File: src/rtl/rm_iter_mul.sv
// Iterative W x W multiplier: retires one 2-bit digit of b per clock, each operand independently signed/unsigned, exact 2W-bit product.
// Latency: ND=W/2 cycles from accept to out_valid (RM_ITER_EARLY_TERM_EN: 1 + index of highest nonzero digit of b).
// Backpressure: in_ready only in IDLE; out_valid/out held until out_ready, one operation in flight at a time.
module rm_iter_mul #(
    parameter int W = 8
) (
    input  logic           clk,
    input  logic           rst,
    input  logic           in_valid,
    output logic           in_ready,
    input  logic [W-1:0]   a,
    input  logic [W-1:0]   b,
    input  logic           a_signed,
    input  logic           b_signed,
    output logic           out_valid,
    input  logic           out_ready,
    output logic [2*W-1:0] out
);

    localparam int ND = W / 2;
    localparam int KW = (ND > 1) ? $clog2(ND) : 1;

    generate
        if ((W % 2) != 0 || W < 4) begin : g_bad_width
            $error("rm_iter_mul: W must be even and >= 4");
        end
    endgenerate

    typedef enum logic [1:0] {IDLE, CALC, DONE} state_t;

    state_t         state_q, state_d;
    logic [2*W-1:0] a_sh;      // a_ext pre-shifted by 2k
    logic [W-1:0]   b_sh;      // b shifted so the current digit sits in [1:0]
    logic           b_sgn;
    logic [KW-1:0]  k;
    logic [2*W-1:0] acc, pp, acc_nxt, out_q;
    logic           top_digit, neg_top, last_digit;

    always_comb begin
        top_digit = (k == KW'(ND - 1));
        neg_top   = top_digit & b_sgn;
        pp        = '0;
        unique case (b_sh[1:0])
            2'b00: pp = '0;
            2'b01: pp = a_sh;
            2'b10: pp = neg_top ? -(a_sh << 1) : (a_sh << 1);
            2'b11: pp = neg_top ? -a_sh : (a_sh + (a_sh << 1));
            default: pp = '0;
        endcase
        acc_nxt = acc + pp;
`ifdef RM_ITER_EARLY_TERM_EN
        // Raw bits above the current digit all zero means no further contribution, whatever the sign mode.
        last_digit = top_digit || (b_sh[W-1:2] == '0);
`else
        last_digit = top_digit;
`endif
    end

    always_comb begin
        state_d   = state_q;
        in_ready  = 1'b0;
        out_valid = 1'b0;
        unique case (state_q)
            IDLE: begin
                in_ready = 1'b1;
                if (in_valid) state_d = CALC;
            end
            CALC: begin
                if (last_digit) state_d = DONE;
            end
            DONE: begin
                out_valid = 1'b1;
                if (out_ready) state_d = IDLE;
            end
            default: state_d = IDLE;
        endcase
    end

    always_ff @(posedge clk) begin
        if (rst) state_q <= IDLE;
        else     state_q <= state_d;
    end

    always_ff @(posedge clk) begin
        if (rst) begin
            a_sh  <= '0;
            b_sh  <= '0;
            b_sgn <= 1'b0;
            k     <= '0;
            acc   <= '0;
            out_q <= '0;
        end else begin
            if (state_q == IDLE && in_valid) begin
                a_sh  <= a_signed ? {{W{a[W-1]}}, a} : {{W{1'b0}}, a};
                b_sh  <= b;
                b_sgn <= b_signed;
                k     <= '0;
                acc   <= '0;
            end else if (state_q == CALC) begin
                acc  <= acc_nxt;
                a_sh <= a_sh << 2;
                b_sh <= b_sh >> 2;
                k    <= k + KW'(1);
                if (last_digit) out_q <= acc_nxt;
            end
        end
    end

    assign out = out_q;

endmodule

File: config.mk
export PLATFORM = sky130hd
export DESIGN_NAME = rm_iter_mul
export DESIGN_NICKNAME = d
export VERILOG_FILES = /design/src/rtl/rm_iter_mul.sv
export SDC_FILE = /design/constraint.sdc
export NUM_CORES = 1
export LEC_CHECK = 0
export ABC_AREA = 1
export BUFFER_PORTS_ARGS = -buffer_cell sky130_fd_sc_hd__buf_2
export CORE_MARGIN = 4
export CORE_UTILIZATION = 35
export DETAILED_ROUTE_END_ITERATION = 16
export SYNTH_ARGS = -nofsm -noshare
export SYNTH_HDL_FRONTEND = slang
export SYNTH_SLANG_ARGS = --single-unit
File: constraint.sdc
create_clock -name clk -period 3.7 [get_ports clk]
set_input_delay 0.37 -clock clk [delete_from_list [all_inputs] [get_ports clk]]
set_output_delay 0.37 -clock clk [all_outputs]
set_load 0.005 [all_outputs]
# Yosys cells after proc, flatten, opt, wreduce, memory -nomap -nowiden

Cells that the tools add are included.

$add $sub $neg: 5
Multiplexer cells: 14
Bitwise logic cells: 2
Equal/unequal tests: 9
Reductions and logical operators: 7

Operators with widths:

| cell                                                 | number |
|---|---|
| 2-to-1 mux 16 bit                                    | 5 |
| case mux 16 bit (4 select lines)                     | 1 |
| adder 16 bit                                         | 2 |
| negator 16 bit                                       | 2 |
| 2-to-1 mux 8 bit                                     | 2 |
| equality test 2 bit (second input constant)          | 4 |
| 2-to-1 mux 2 bit                                     | 3 |
| inequality test 2 bit (second input constant)        | 3 |
| case mux 2 bit (3 select lines)                      | 1 |
| AND reduction 3 bit                                  | 2 |
| equality test 2 x 1 -> 1 bit (second input constant) | 2 |
| zero test 2 bit                                      | 2 |
| adder 2 x 1 -> 2 bit (second input constant)         | 1 |
| 2-to-1 mux 1 bit                                     | 2 |
| nonzero test 2 bit                                   | 1 |
| OR reduction 2 bit                                   | 1 |
| AND 1 bit                                            | 1 |
| logical AND 1 bit                                    | 1 |
| inverter 1 bit                                       | 1 |

Bits in registers: 61

# Depth between registers and ports, before layout

Depth in word-level cells: 5
Depth in mapped cells: 23
Gate-level depth less buffers: 23

# Worst setup path after synthesis

Ideal clock, no wire load.

Path type: register to register
From: register a_sh[2]
To: register out_q[13] (netlist: out[13])
Cell stages (with the launch flop): 21
Setup slack: 697 ps
Clock period less this slack: 3003 ps
Buffers on the path: 0
Arrival: 2894 ps
Cells stage by stage: dfxtp_1 inv_1 ha_1 a21oi_1 o21ai_0 a21oi_1 xnor2_1 o211ai_1 o221ai_1 ha_1 a21oi_1 o21a_1 nand2_1 a21boi_2 o21ai_2 nand2_1 nand2_1 nand2_1 nand3_1 nand2_1 inv_1

Longest elaborated chain between the ends: 4

Ends and longest elaborated chain:

| element                              | line   | text |
|---|---|---|
| from (decl)                          | 32     | `logic [2*W-1:0] a_sh;` |
| from (signal assigned)               | 94     | `a_sh <= a_signed ? {{W{a[W-1]}}, a} : {{W{1'b0}}, a};` |
| from (signal assigned)               | 101    | `a_sh <= a_sh << 2;` |
| adder 16 bit (tied with other cells) | 47     | `2'b11: pp = neg_top ? -a_sh : (a_sh + (a_sh << 1));` |
| 2-to-1 mux 16 bit (on tied branches) | 47, 46 |  |
| case mux 16 bit (4 select lines) (*) | 43     | `unique case (b_sh[1:0])` |
| adder 16 bit (*)                     | 50     | `acc_nxt = acc + pp;` |
| to (signal assigned)                 | 104    | `if (last_digit) out_q <= acc_nxt;` |
| to (decl)                            | 36     | `logic [2*W-1:0] acc, pp, acc_nxt, out_q;` |

Mark *: on every way between the ends. The rest lies on a longest branch, timed or not.
A chain may end at the register's enable or synchronous reset.

# Final worst setup path

From: register a_sh[2]
To: register acc[15]

Longest elaborated chain between the ends: 4

Ends and longest elaborated chain:

| element                              | line   | text |
|---|---|---|
| adder 16 bit (tied with other cells) | 47     |  |
| 2-to-1 mux 16 bit (on tied branches) | 47, 46 |  |
| case mux 16 bit (4 select lines) (*) | 43     |  |
| adder 16 bit (*)                     | 50     |  |
| to (signal assigned)                 | 100    | `acc <= acc_nxt;` |
| to (decl)                            | 36     |  |

Marks and branches as above.

==> run metrics <==
drt first-iter violations between 200 and 250; critical path's top delay family compound AO/OA/AOI/OAI gates; met3 Resource Use GR 0.0352; Clock transition at path regs about 0.060 ns; Worst Tran Pin Value 1.04 ns; Min Clock Period, post-route 3.44 ns; CTS Buffer Depth 2; hold endpoint a_sh[1]$_SDFFE_PP0P_; post-route setup TNS 0 ns; Final HPWL DP 9750 um; most common cell in the synthesized netlist nand2_1; core area 0.0128 mm^2; FF-to-FF End acc[15]$_SDFFE_PP0P_; final setup violation count 0; Hold Path Cell Cnt 3; ys flop type dfxtp_1; met2 Usage GRT 0.302; pins over their slew limit 0; total clock sinks 61; final hold viol count 0; Worst EP required 3.93 ns; share of layout cells above drive strength 1 0.153; max-cap violations 0; cell-by-cell trace of the critical path inv_1 > ha_4 > a21oi_1 > o21ai_1 > a21oi_1 > o21ai_0 > xnor2_1 > nand2_1 > nand3_1 > o211ai_1 > ha_1 > a21oi_1 > o21ai_0 > a21oi_1 > and2_1 > inv_1 > nand3_2 > nand3_1 > nand2_1 > inv_1; Distinct cells, synth 45; Post-Synthesis Cells 680; Worst slew margin 0.308; Clock Power Share 0.432; r2r setup slk 0.26 ns; Syn. warnings 0; GR Util All Layers 0.179; status complete, no violations; num rows between 40 and 50; main combinational cell family by area after synthesis compound AO/OA/AOI/OAI gates; Initial Util 0.364; DR DRC count 0; Final Non-Filler Cells 897; CP Buf/Inv Count 3; Crit Path Max Fanout 7; xor and xnor area share after synthesis 0.0394; critical path arrival 3.67 ns; H-Tree Depth 3; most common library cells after synthesis nand2_1 (130), inv_1 (91), dfxtp_1 (61); die width 123 um; first-pass GRT wire length 21800 um; switching component of the power around 630 uW; Layout area overhead 16.5%; Power Density around 370 mW/mm^2; sequential share of the synthesized area 0.262; GPL Wtd Cong 0.929; Worst path depth 20; sequential share of power 0.354; Worst Reg-to-Reg Cells 20; worst vdd ir between 150 and 200 uV; share of the synthesized area in the top cell type 0.262; Fmax 0.291 GHz; Design Area, Final 0.00544 mm^2; Syn Area/Cell 6.87 um^2; CP max-delay cell ha_1; antenna cells 0; utilization after layout 0.424; Syn Nets 748; routed len/inst 14.5 um; antenna viol nets, final 0; TritonRoute pass-1 iters 5; CP Launch Type flop; Pleak 0.00266 uW; final worst-path cycle share 0.930; largest area contributor in the netlist dfxtp_1; vias in the first global route 4448; largest net degree at the start of global routing 31; CP endpoint kind flop; nets 788; Area after DPL approximately 0.0051 mm^2; CP startpoint a_sh[2]$_SDFFE_PP0P_; Mapped Area 0.00467 mm^2; Port Buffers 39; Yosys reg bits slightly above 60; r2r startpoint a_sh[2]$_SDFFE_PP0P_; Chip Height 123 um; Post-Synth Simple-Gate Area 0.231; DR vias 4597; antenna violations before repair 0; hold_sp a[1]; Synth Area in Compound Gates 0.243; CTS root buf clkbuf_16; CP Class flop to flop; Skew-Pair Late Insertion Delay 0.34 ns; final WL roughly 13000 um; die area approximately 0.015 mm^2; Sw Ratio 0.310; RSZ-0062 raised after global routing yes; gr busiest metal met2; mux contribution to synthesized area 0; hold buffer count at cts 0; Async SR Flop Fraction 0; Adder-Cell Fraction of Synth Area 0.127; total gr overflow 0; largest incremental delay on the critical path around 0.36 ns; Fill cells 1347; vias per std cell 5.12; worst min path class input port to flop; dpl cells 880; Clock Skews 0.00728 ns; CTS tree done; most used cell, CP a21oi_1; # IOs 40; number of synthesized flops with an enable pin 0; ranking of synthesized cells by area dfxtp_1 (26%), ha_1 (12%), nand2_1 (10%), inv_1 (7.3%), a21oi_1 (5.6%); Gate power share 0.214; CTS buffer count 9; met1 Usage GRT 0.236; Int Pwr 1400 uW
cell usage in the layout (no fill, tap or decap), types with 5 or more instances in the layout:
| master | instances |
|---|---|
| nand2_1 | 130 |
| inv_1 | 91 |
| dfxtp_1 | 59 |
| nor2_1 | 58 |
| a21oi_1 | 49 |
| o21ai_0 | 48 |
| ha_1 | 42 |
| buf_2 | 39 |
| nand3_1 | 34 |
| o211ai_1 | 16 |
| xor2_1 | 15 |
| a221oi_1 | 13 |
| buf_4 | 12 |
| o21bai_1 | 10 |
| clkbuf_16 | 9 |
| nand2_2 | 8 |
| o21ai_1 | 8 |
| a31oi_1 | 7 |
| xnor2_1 | 6 |
| inv_2 | 5 |
| o221ai_1 | 5 |
| a21oi_2 | 5 |
worst max path at each step:
stage / to / slack, ns
after floorplan: out[13]$_SDFFE_PP0P_ / 0.70
after global placement: out[14]$_SDFFE_PP0P_ / 0.24
after detailed placement: out[13]$_SDFFE_PP0P_ / 0.16
after CTS: acc[15]$_SDFFE_PP0P_ / 0.1
after global routing: acc[14]$_SDFFE_PP0P_ / -0.07
final: acc[15]$_SDFFE_PP0P_ / 0.26
worst min-delay path, cell delays in order:
cell	delay [ns]
buf_2	0.09
nand2_1	0.05
a21oi_1	0.06
cell families (layout without fill, tap and decap cells):
group | after synthesis | count (layout)
AOI/OAI and AO/OA | 181 | 181
xor gates and xnor gates | 21 | 21
adders and majority gates | 46 | 46
buffers and inverters | 120 | 165
DFF | 61 | 61
and+or+nand+nor | 251 | 251
stage by stage:
step	hold WS [ns]	power [uW]	setup slack, ns
floorplan	0.440	1040	0.697
global placement	0.449	1150	0.235
detailed placement	0.451	1150	0.160
CTS	0.278	2030	0.0971
global route	0.297	2130	-0.0695
finish	0.286	2030	0.260
layer usage:
layer	part of all wire	routed length, um
met5	0	0
met4	0.012	162
met3	0.041	528
met2	0.48	6180
met1	0.47	6100
state kept, by name, indices dropped and copies added (netlist names):
register and count:
state_q 2, a_sh 16, out 16, acc 16, b_sh 8, b_sgn 1, k 2
power groups by stage:
| stage | logic, uW | clock network [uW] | registers (uW) |
|---|---|---|---|
| global placement | 413 | 0 | 733 |
| finish | 433 | 877 | 719 |
| detailed placement | 418 | 0 | 733 |
| floorplan | 311 | 0 | 728 |
| global route | 489 | 921 | 724 |
| CTS | 422 | 894 | 719 |
layout make-up:
type                            instances  area, um^2  area share
Multi-Input combinational cell        499        3030       0.557
Clock inverter                          5        58.8      0.0108
Tap cell                              172         215      0.0396
Timing Repair Buffer                   51         285      0.0525
Sequential cell                        61        1220       0.225
Inverter                               98         372      0.0684
Clock buffer                           11         253      0.0465
what timing repair did:
action,4_1_cts,5_1_grt
setup buffers,0,1
resized for setup,0,13
setup endpoints to repair,0,14
Note: power is estimated with default switching activity, not from simulation.
